File: src/rtl/axil_port_arbiter.sv
// axil_port_arbiter
//
// Shares one AXI4-Lite master port between NUM_REQ requesters using
// round-robin arbitration. Only one transaction is in flight at a time.
// The block runs the AR/R or AW/W/B handshakes for the winner, then returns
// the read data or write status to that requester with a one-cycle done pulse.
//
// Ports
//   i_Clock, i_Reset_N          clock (rising edge), synchronous active-low reset
//   i_Req/i_Write               per-requester request and direction (1 = write)
//   i_Addr/i_Wdata/i_Wstrb      packed per-requester fields, slot k at [k*W +: W]
//   o_Grant                     one-hot owner of the current transaction
//   o_Done/o_Err                completion pulse to the owner, error flag with it
//   o_Rdata                     last read data; holds until the next read completes
//   m_axil_*                    AXI4-Lite master port (AR, R, AW, W, B channels)
//
// FSM states
//   state    | meaning
//   ---------+-------------------------------------------------------------
//   IDLE     | no owner; pick a winner from the pointer upward with wrap
//   RD_ADDR  | arvalid asserted with the latched address
//   RD_DATA  | rready asserted, waiting for rvalid
//   WR_REQ   | awvalid/wvalid asserted, each dropping after its handshake
//   WR_RESP  | bready asserted, waiting for bvalid
//   COMPLETE | done pulse to the owner, pointer advances past the owner

module axil_port_arbiter #(
    parameter int NUM_REQ   = 2,
    parameter int XLEN      = 32,
    parameter int PTR_WIDTH = $clog2(NUM_REQ)
) (
    input  logic                        i_Clock,
    input  logic                        i_Reset_N,

    input  logic [NUM_REQ-1:0]          i_Req,
    input  logic [NUM_REQ-1:0]          i_Write,
    input  logic [NUM_REQ*XLEN-1:0]     i_Addr,
    input  logic [NUM_REQ*XLEN-1:0]     i_Wdata,
    input  logic [NUM_REQ*XLEN/8-1:0]   i_Wstrb,

    output logic [NUM_REQ-1:0]          o_Grant,
    output logic [NUM_REQ-1:0]          o_Done,
    output logic [XLEN-1:0]             o_Rdata,
    output logic                        o_Err,

    output logic [XLEN-1:0]             m_axil_araddr,
    output logic                        m_axil_arvalid,
    input  logic                        m_axil_arready,

    input  logic [XLEN-1:0]             m_axil_rdata,
    input  logic [1:0]                  m_axil_rresp,
    input  logic                        m_axil_rvalid,
    output logic                        m_axil_rready,

    output logic [XLEN-1:0]             m_axil_awaddr,
    output logic                        m_axil_awvalid,
    input  logic                        m_axil_awready,

    output logic [XLEN-1:0]             m_axil_wdata,
    output logic [XLEN/8-1:0]           m_axil_wstrb,
    output logic                        m_axil_wvalid,
    input  logic                        m_axil_wready,

    input  logic [1:0]                  m_axil_bresp,
    input  logic                        m_axil_bvalid,
    output logic                        m_axil_bready
);

    localparam int SW = XLEN / 8;

    typedef enum logic [2:0] {
        IDLE     = 3'd0,
        RD_ADDR  = 3'd1,
        RD_DATA  = 3'd2,
        WR_REQ   = 3'd3,
        WR_RESP  = 3'd4,
        COMPLETE = 3'd5
    } state_t;

    state_t                 state;
    state_t                 state_nxt;

    logic [PTR_WIDTH-1:0]   ptr;
    logic [PTR_WIDTH-1:0]   owner;
    logic [PTR_WIDTH-1:0]   winner;
    logic [PTR_WIDTH:0]     scan_idx;
    logic                   any_req;

    logic [XLEN-1:0]        addr_q;
    logic [XLEN-1:0]        wdata_q;
    logic [SW-1:0]          wstrb_q;
    logic                   err_q;
    logic                   aw_done;
    logic                   w_done;

    // Round-robin pick: scan NUM_REQ slots starting at the pointer. The scan
    // index is one bit wider than the pointer so ptr+i cannot overflow
    // before the wrap subtraction.
    always_comb begin
        winner   = '0;
        any_req  = 1'b0;
        scan_idx = '0;
        for (int i = 0; i < NUM_REQ; i++) begin
            scan_idx = {1'b0, ptr} + (PTR_WIDTH+1)'(i);
            if (scan_idx >= (PTR_WIDTH+1)'(NUM_REQ)) begin
                scan_idx = scan_idx - (PTR_WIDTH+1)'(NUM_REQ);
            end
            if (!any_req && i_Req[scan_idx[PTR_WIDTH-1:0]]) begin
                any_req = 1'b1;
                winner  = scan_idx[PTR_WIDTH-1:0];
            end
        end
    end

    always_ff @(posedge i_Clock) begin
        if (!i_Reset_N) begin
            state <= IDLE;
        end else begin
            state <= state_nxt;
        end
    end

    always_comb begin
        state_nxt      = state;
        m_axil_arvalid = 1'b0;
        m_axil_rready  = 1'b0;
        m_axil_awvalid = 1'b0;
        m_axil_wvalid  = 1'b0;
        m_axil_bready  = 1'b0;
        case (state)
            IDLE: begin
                if (any_req) begin
                    state_nxt = i_Write[winner] ? WR_REQ : RD_ADDR;
                end
            end
            RD_ADDR: begin
                m_axil_arvalid = 1'b1;
                if (m_axil_arready) begin
                    state_nxt = RD_DATA;
                end
            end
            RD_DATA: begin
                m_axil_rready = 1'b1;
                if (m_axil_rvalid) begin
                    state_nxt = COMPLETE;
                end
            end
            WR_REQ: begin
                m_axil_awvalid = !aw_done;
                m_axil_wvalid  = !w_done;
                // A channel counts as finished if it already handshook or
                // handshakes this cycle, so AW and W may land in any order.
                if ((aw_done || m_axil_awready) && (w_done || m_axil_wready)) begin
                    state_nxt = WR_RESP;
                end
            end
            WR_RESP: begin
                m_axil_bready = 1'b1;
                if (m_axil_bvalid) begin
                    state_nxt = COMPLETE;
                end
            end
            COMPLETE: begin
                state_nxt = IDLE;
            end
            default: begin
                state_nxt = IDLE;
            end
        endcase
    end

    always_ff @(posedge i_Clock) begin
        if (!i_Reset_N) begin
            ptr     <= '0;
            owner   <= '0;
            o_Grant <= '0;
            o_Rdata <= '0;
            addr_q  <= '0;
            wdata_q <= '0;
            wstrb_q <= '0;
            err_q   <= 1'b0;
            aw_done <= 1'b0;
            w_done  <= 1'b0;
        end else begin
            case (state)
                IDLE: begin
                    if (any_req) begin
                        o_Grant <= NUM_REQ'(1) << winner;
                        owner   <= winner;
                        addr_q  <= i_Addr[int'(winner)*XLEN +: XLEN];
                        wdata_q <= i_Wdata[int'(winner)*XLEN +: XLEN];
                        wstrb_q <= i_Wstrb[int'(winner)*SW +: SW];
                        err_q   <= 1'b0;
                        aw_done <= 1'b0;
                        w_done  <= 1'b0;
                    end
                end
                RD_DATA: begin
                    if (m_axil_rvalid) begin
                        o_Rdata <= m_axil_rdata;
                        err_q   <= |m_axil_rresp;
                    end
                end
                WR_REQ: begin
                    if (m_axil_awvalid && m_axil_awready) begin
                        aw_done <= 1'b1;
                    end
                    if (m_axil_wvalid && m_axil_wready) begin
                        w_done <= 1'b1;
                    end
                end
                WR_RESP: begin
                    if (m_axil_bvalid) begin
                        err_q <= |m_axil_bresp;
                    end
                end
                COMPLETE: begin
                    o_Grant <= '0;
                    if (owner == PTR_WIDTH'(NUM_REQ - 1)) begin
                        ptr <= '0;
                    end else begin
                        ptr <= owner + 1'b1;
                    end
                end
                default: begin
                end
            endcase
        end
    end

    // o_Grant still names the owner during COMPLETE, so it doubles as the
    // done vector for that cycle.
    assign o_Done = (state == COMPLETE) ? o_Grant : '0;
    assign o_Err  = (state == COMPLETE) && err_q;

    assign m_axil_araddr = addr_q;
    assign m_axil_awaddr = addr_q;
    assign m_axil_wdata  = wdata_q;
    assign m_axil_wstrb  = wstrb_q;

endmodule

File: config.mk
export PLATFORM = sky130hd
export DESIGN_NAME = axil_port_arbiter
export DESIGN_NICKNAME = d
export VERILOG_FILES = /design/src/rtl/axil_port_arbiter.sv
export SDC_FILE = /design/constraint.sdc
export NUM_CORES = 1
export LEC_CHECK = 0
export CORE_AREA = 3 3 126 128
export CTS_BUF_LIST = sky130_fd_sc_hd__clkbuf_8
export DETAILED_ROUTE_END_ITERATION = 6
export DIE_AREA = 0 0 129 131
export PLACE_DENSITY = 0.89
export SETUP_SLACK_MARGIN = 0.5
export SYNTH_ARGS = -nofsm -noshare
export SYNTH_HDL_FRONTEND = slang
export SYNTH_SLANG_ARGS = --single-unit
export TNS_END_PERCENT = 10
File: constraint.sdc
create_clock -name i_Clock -period 1.57 [get_ports i_Clock]
set_input_delay 0.2355 -clock i_Clock [delete_from_list [all_inputs] [get_ports i_Clock]]
set_output_delay 0.2355 -clock i_Clock [all_outputs]
set_load 0.005 [all_outputs]
Word level (Yosys, flattened, before mapping)
Index checks and enable logic that the tools add are counted.
Widths: inputs -> output; s select.
{"block": "classes", "shifts": 4, "reduce_logical": 23, "order_cmp": 5, "n_eq_ne": 12, "addsub": 4, "muxes": 36}
{"op": "$shiftx 64x7->32", "n": 2}
{"op": "$mux 1", "n": 23}
{"op": "$mux 3", "n": 5}
{"op": "$pmux 3 s5", "n": 1}
{"op": "$ne 2x2->1 const B", "n": 7}
{"op": "$shiftx 8x4->4", "n": 1}
{"op": "$eq 3x2->1 const B", "n": 2}
{"op": "$eq 3x3->1 const B", "n": 2}
{"op": "$lt 1x2->1 const B", "n": 3}
{"op": "$mux 2", "n": 3}
{"op": "$reduce_and 2->1", "n": 3}
{"op": "$reduce_and 3->1", "n": 2}
{"op": "$logic_and 1x1->1", "n": 5}
{"op": "$reduce_and 5->1", "n": 1}
{"op": "$pmux 1 s2", "n": 2}
{"op": "$pmux 2 s2", "n": 1}
{"op": "$reduce_and 4->1", "n": 1}
{"op": "$reduce_bool 2->1", "n": 2}
{"op": "$reduce_or 2->1", "n": 2}
{"op": "$eq 3x1->1 const B", "n": 1}
{"op": "$logic_not 1->1", "n": 3}
{"op": "$logic_not 3->1", "n": 1}
{"op": "$pmux 1 s3", "n": 1}
{"op": "$reduce_bool 3->1", "n": 1}
{"op": "7 further kinds", "n": 9}
{"block": "totals", "elab_cells": 95, "in_bits": 183, "regBits": 110}

Longest topological paths before layout
{"block": "logic_depth", "depth_word": 13, "depth_mapped": 7, "depth_no_buf": 4}

Least setup slack after synthesis
No wires, ideal clock.
{"block": "synth_timing", "path_kind": "register -> register", "start": "reg state[1]", "end": "reg addr_q[27] (netlist: m_axil_araddr[27])", "t_required_ps": 1423, "stages_incl_launch_ff": 7, "setup_time_ps": 147, "arrival_ps": 1232, "period_less_slack_ps": 1378, "setup_slack_ps": 192, "path_cell_list": "dfxtp_1 > buf_6 > nor3_4 > o21a_2 > buf_2 > buf_4 > a311oi_2"}
{"block": "synth_between", "elab_chain_cells": 2}
{"element": "start, declared", "line": "80", "source": "state_t state;"}
{"element": "start signal, assigned", "line": "119", "source": "state <= state_nxt;"}
{"element": "$logic_not 3->1", "line": "185", "source": "case (state)"}
{"element": "$reduce_and 2->1 (no source line)"}
{"element": "end signal, assigned", "line": "190", "source": "addr_q <= i_Addr[int'(winner)*XLEN +: XLEN];"}
{"element": "end, declared", "line": "89", "source": "logic [XLEN-1:0] addr_q;"}
Every way passes these cells.
A chain may end at the register's enable or synchronous reset.

Worst setup path in the final report
{"block": "layout_timing", "start": "reg state[2]", "end": "reg wdata_q[30] (netlist: m_axil_wdata[30])"}
{"block": "layout_between", "elab_chain_cells": 2}
{"element": "$logic_not 3->1", "line": "185"}
{"element": "$reduce_and 2->1 (no source line)"}
{"element": "end signal, assigned", "line": "191", "source": "wdata_q <= i_Wdata[int'(winner)*XLEN +: XLEN];"}
{"element": "end, declared", "line": "90", "source": "logic [XLEN-1:0] wdata_q;"}
Every way passes these cells.

==> run summary <==
In the synthesized netlist, the number of instances is 632. The net count of the finished layout is 1,138. The number of antenna violations at the first check in global routing was 1. Measured along the x axis, the die boundary spans 129 um.

For this design, the sink count on the clock tree is 110. The logs give 0.741 for the worst slew margin relative to its limit and 5430 um^2 for the summed instance area of the synthesized netlist. For the initial core utilization, the log shows 0.362.

In this run the number of H-tree levels came out at 3. Synthesis inferred 110 register bits. For the final database, setup skew stands at 8.80 ps. Across the VDD grid, the largest voltage drop is 826 uV. After routing, the total negative slack on setup checks comes to -919 ps. The first routing iteration left 304 violations. During synthesis, Yosys emitted a total of 0 warnings.

STA puts the critical path data required time at 1870 ps. The run gives 16,900 um^2 as the die footprint. The routed design has 21,600 um of wire. The count of input and output buffers came out at 324.

Number of max-capacitance violations reported: 0. The pre-antenna-repair detailed-routing pass consisted of 5 iterations. The critical path is of the flop to flop type. The post-synth net total is 815. After detailed routing, the average wire length per cell comes to 18.8 um. The logs give 45 for the number of core rows and 611 MHz for the achievable clock frequency. Setup violations remaining at the end of the flow were counted as 46.

Using the TritonRoute via totals, the vias-per-cell ratio works out to 5.26. The run finished, with violations left. The floorplan step defined a core boundary enclosing 15,000 um^2. Largest area contributor in the synthesized netlist: sky130_fd_sc_hd__dfxtp_1. The share of layout cells above drive strength 1 was 0.400; the cell internal power dissipation was 0.0102 W.

The non-filler instance count after layout is 1,148. Subtracting the final worst setup slack from the clock period gives 1640 ps. The height of the die is 131 um, and the fraction of power spent switching nets is 0.355.

Clock latency on the worst-skew pair, taken at its later pin, is 390 ps. The combinational cell fraction of total power was 0.579. CTS placed an instance of sky130_fd_sc_hd__clkbuf_8 at the clock tree root. The logs give 0 for the final-report max-slew violation count and 2 for the number of buffers between clock root and the deepest sink.

Fill cell instance count of the final layout: 1,091. Setup repair after global routing could not meet its margin everywhere. The total congestion overflow after global routing is 0, and the global router's overall resource usage is 0.228.

For the pin with the worst max-slew slack, the measured transition is 388 ps. Across all layers, the routed design uses 6,033 vias. Summed over all nets, the switching power comes to 0.00564 W. After synthesis, the cell types taking the most area are sky130_fd_sc_hd__dfxtp_1, sky130_fd_sc_hd__a311oi_2, sky130_fd_sc_hd__nand2_1.

Compared with the post-synthesis result, the final layout area differs by 84.4%. STA classifies the critical path endpoint as a flop. The tools report the clock power share as 0.133. The proportion of power drawn by flip-flops and latches was 0.287. TritonCTS built the clock tree. Power comes to 0.0159 W. Summed over all cells, the static leakage comes to 4.10 nW. The power density relative to cell area was 1580 nW/um^2; the worst path setup slack after routing was -65.7 ps.

Counting the buffers created by CTS gives 9. Once detailed placement completed, the half-perimeter wirelength came to 14,100 um. The number of primary I/O pins was 325; the post-synthesis area per instance was 8.59 um^2.

The tools report the arrival time of data at the critical path endpoint as 1940 ps. The first global-routing pass estimated 30,300 um of wire. The final worst-path cycle share is 1.04.

The worst setup path is launched from a flop. The run gives 5,809 as the via count of the first global-routing pass. The checks that failed: setup timing. Number of failing hold endpoints at the final stage: 0. For the number of distinct library cells after synthesis, the log shows 37. The class of the worst hold path is primary input to flop.

Routability-driven placement finished with a final weighted congestion of 0.856. The detail route stage leaves a number of antenna-violating nets equal to 0. The area share of the largest cell type after synthesis works out to 0.406.

After clock tree synthesis, the clock-pin slew on the worst setup and hold paths is 100 ps. The sequential area share after synthesis was 0.406; the hold buffer count at CTS was 0. The maximum fanout along the worst path works out to 6. The run gives 0 as the antenna diode count. The number of remaining DRC errors came out at 0. Entering global routing, the biggest net connects 54 pins. After detailed placement, the design holds a cell count of 1,102.
-- cells in the final DEF, fill, tap and decap left out, drive strengths merged, types with 2 or more instances in the layout --
cell type      netlist  routed
nand2              140     140
o22a                 2       2
nand2b               3       3
clkdlybuf4s15        0      21
a21oi               37      37
dlygate4sd2          0       6
clkdlybuf4s50        0     215
nor2                76      76
a22oi                2       2
or2                  2       2
dlymetal6s2s         0      10
clkbuf              30      26
nand3               69      69
clkinv               1       2
nor3                 3       3
and3                 5       5
mux2i                2       2
a31o                 2       2
bufinv               0       3
clkinvlp             0       2
o21a                 2       2
o21ai                3       3
a311oi              68      68
inv                  1       2
nor2b                2       2
dfxtp              110     110
buf                 62     135
-- critical path, stage by stage, from the launching register on --
cell,delay [ps]
sky130_fd_sc_hd__dfxtp_2,350
sky130_fd_sc_hd__buf_6,120
sky130_fd_sc_hd__buf_6,110
sky130_fd_sc_hd__nor3_4,180
sky130_fd_sc_hd__o21a_4,210
sky130_fd_sc_hd__buf_12,150
sky130_fd_sc_hd__buf_6,140
sky130_fd_sc_hd__nor2_1,70
sky130_fd_sc_hd__a311oi_2,230
-- flip-flops by register name, indices dropped and copies added (netlist names) --
name / count
w_done: 1
o_Grant: 2
owner: 1
m_axil_araddr: 32
m_axil_wstrb: 4
ptr: 1
state: 3
aw_done: 1
err_q: 1
o_Rdata: 32
m_axil_wdata: 32
-- what timing repair did --
item | in CTS | in global routing
gates resized for setup | 457 | 108
pin swaps | 62 | 69
buffers inserted | 12 | 3
setup endpoints to repair | 252 | 252
cloned | 5 | 10
-- area by class of cell --
cell class | count | area (um^2) | area share
clock buffer | 9 | 124 | 0.0124
clock inverter | 7 | 123 | 0.0122
inverter | 2 | 10.0 | 0.00100
multi-input combinational | 428 | 2980 | 0.297
sequential | 110 | 2280 | 0.228
tap | 188 | 235 | 0.0235
timing repair buffer | 404 | 4260 | 0.426
-- kinds of logic (layout without fill, tap and decap cells) --
family,count (synthesis),in the layout,synth area share
simple gates,303,303,0.238
compound gates,123,123,0.240
flops,110,110,0.406
buf+inv,94,422,0.113
mux,2,2,0.00369
-- routing by layer --
metal | vias up | share of wire | routed length [um] | GRT usage
li1 | 2837 | - | - | -
met5 | - | 0.00056 | 12 | 0
met3 | 52 | 0.073 | 1580 | 0.0679
met2 | 261 | 0.53 | 11500 | 0.413
met4 | 2 | 0.029 | 628 | 0.0821
met1 | 2881 | 0.37 | 7890 | 0.254
-- metrics by stage --
| stage | worst slack [ps] | instance area [um^2] | hold slack [ps] | util |
|---|---|---|---|---|
| 6_report | -65.7 | 10000 | 375 | 0.669 |
| 5_1_grt | -141 | 10000 | 364 | 0.669 |
| 4_1_cts | -95.7 | 9540 | 346 | 0.637 |
| 3_5_place_dp | -271 | 8820 | 446 | 0.589 |
| 3_3_place_gp | -189 | 8820 | 440 | 0.589 |
| 2_1_floorplan | 204 | 5450 | 371 | - |
-- power by group through the flow --
| stage | registers, W | logic (W) | clock network (W) |
|---|---|---|---|
| detailed placement | 0.00442 | 0.00718 | 0 |
| global placement | 0.00438 | 0.00699 | 0 |
| floorplan | 0.00439 | 0.00378 | 0 |
| CTS | 0.00442 | 0.00812 | 0.00216 |
| finish | 0.00456 | 0.00919 | 0.00211 |
| global route | 0.00464 | 0.00977 | 0.00225 |
-- final timing paths --
check	from	end	slack, ps	cells after the start
worst max-delay path	state[2]$_SDFFE_PN0P_	m_axil_wdata[30]$_SDFFE_PN0P_	-70	8
worst min-delay path	i_Req[1]	m_axil_wdata[13]$_SDFFE_PN0P_	380	4
worst max register to register	state[2]$_SDFFE_PN0P_	m_axil_wdata[30]$_SDFFE_PN0P_	-70	8
worst min register to register	o_Rdata[13]$_SDFFE_PN0P_	o_Rdata[13]$_SDFFE_PN0P_	460	2
-- synthesized netlist by cell type (all sizes together) --
cell type and n:
nand2 140, o22a 2, nand3 69, dfxtp 110, o2111a 1, nand2b 3
a311oi 68, nor2b 2, inv 1, a21oi 37, a21boi 1, nor3 3
o211ai 1, a22oi 2, a211oi 1, mux2i 2, o221ai 1, o21a 2
buf 62, nor3b 1, nor2 76, and3 5, and2 1, o21ai 3
a31o 2, o31ai 1, o221a 1, or2 2, nor4 1, clkinv 1
clkbuf 30
(Power assumes the default switching activity.)
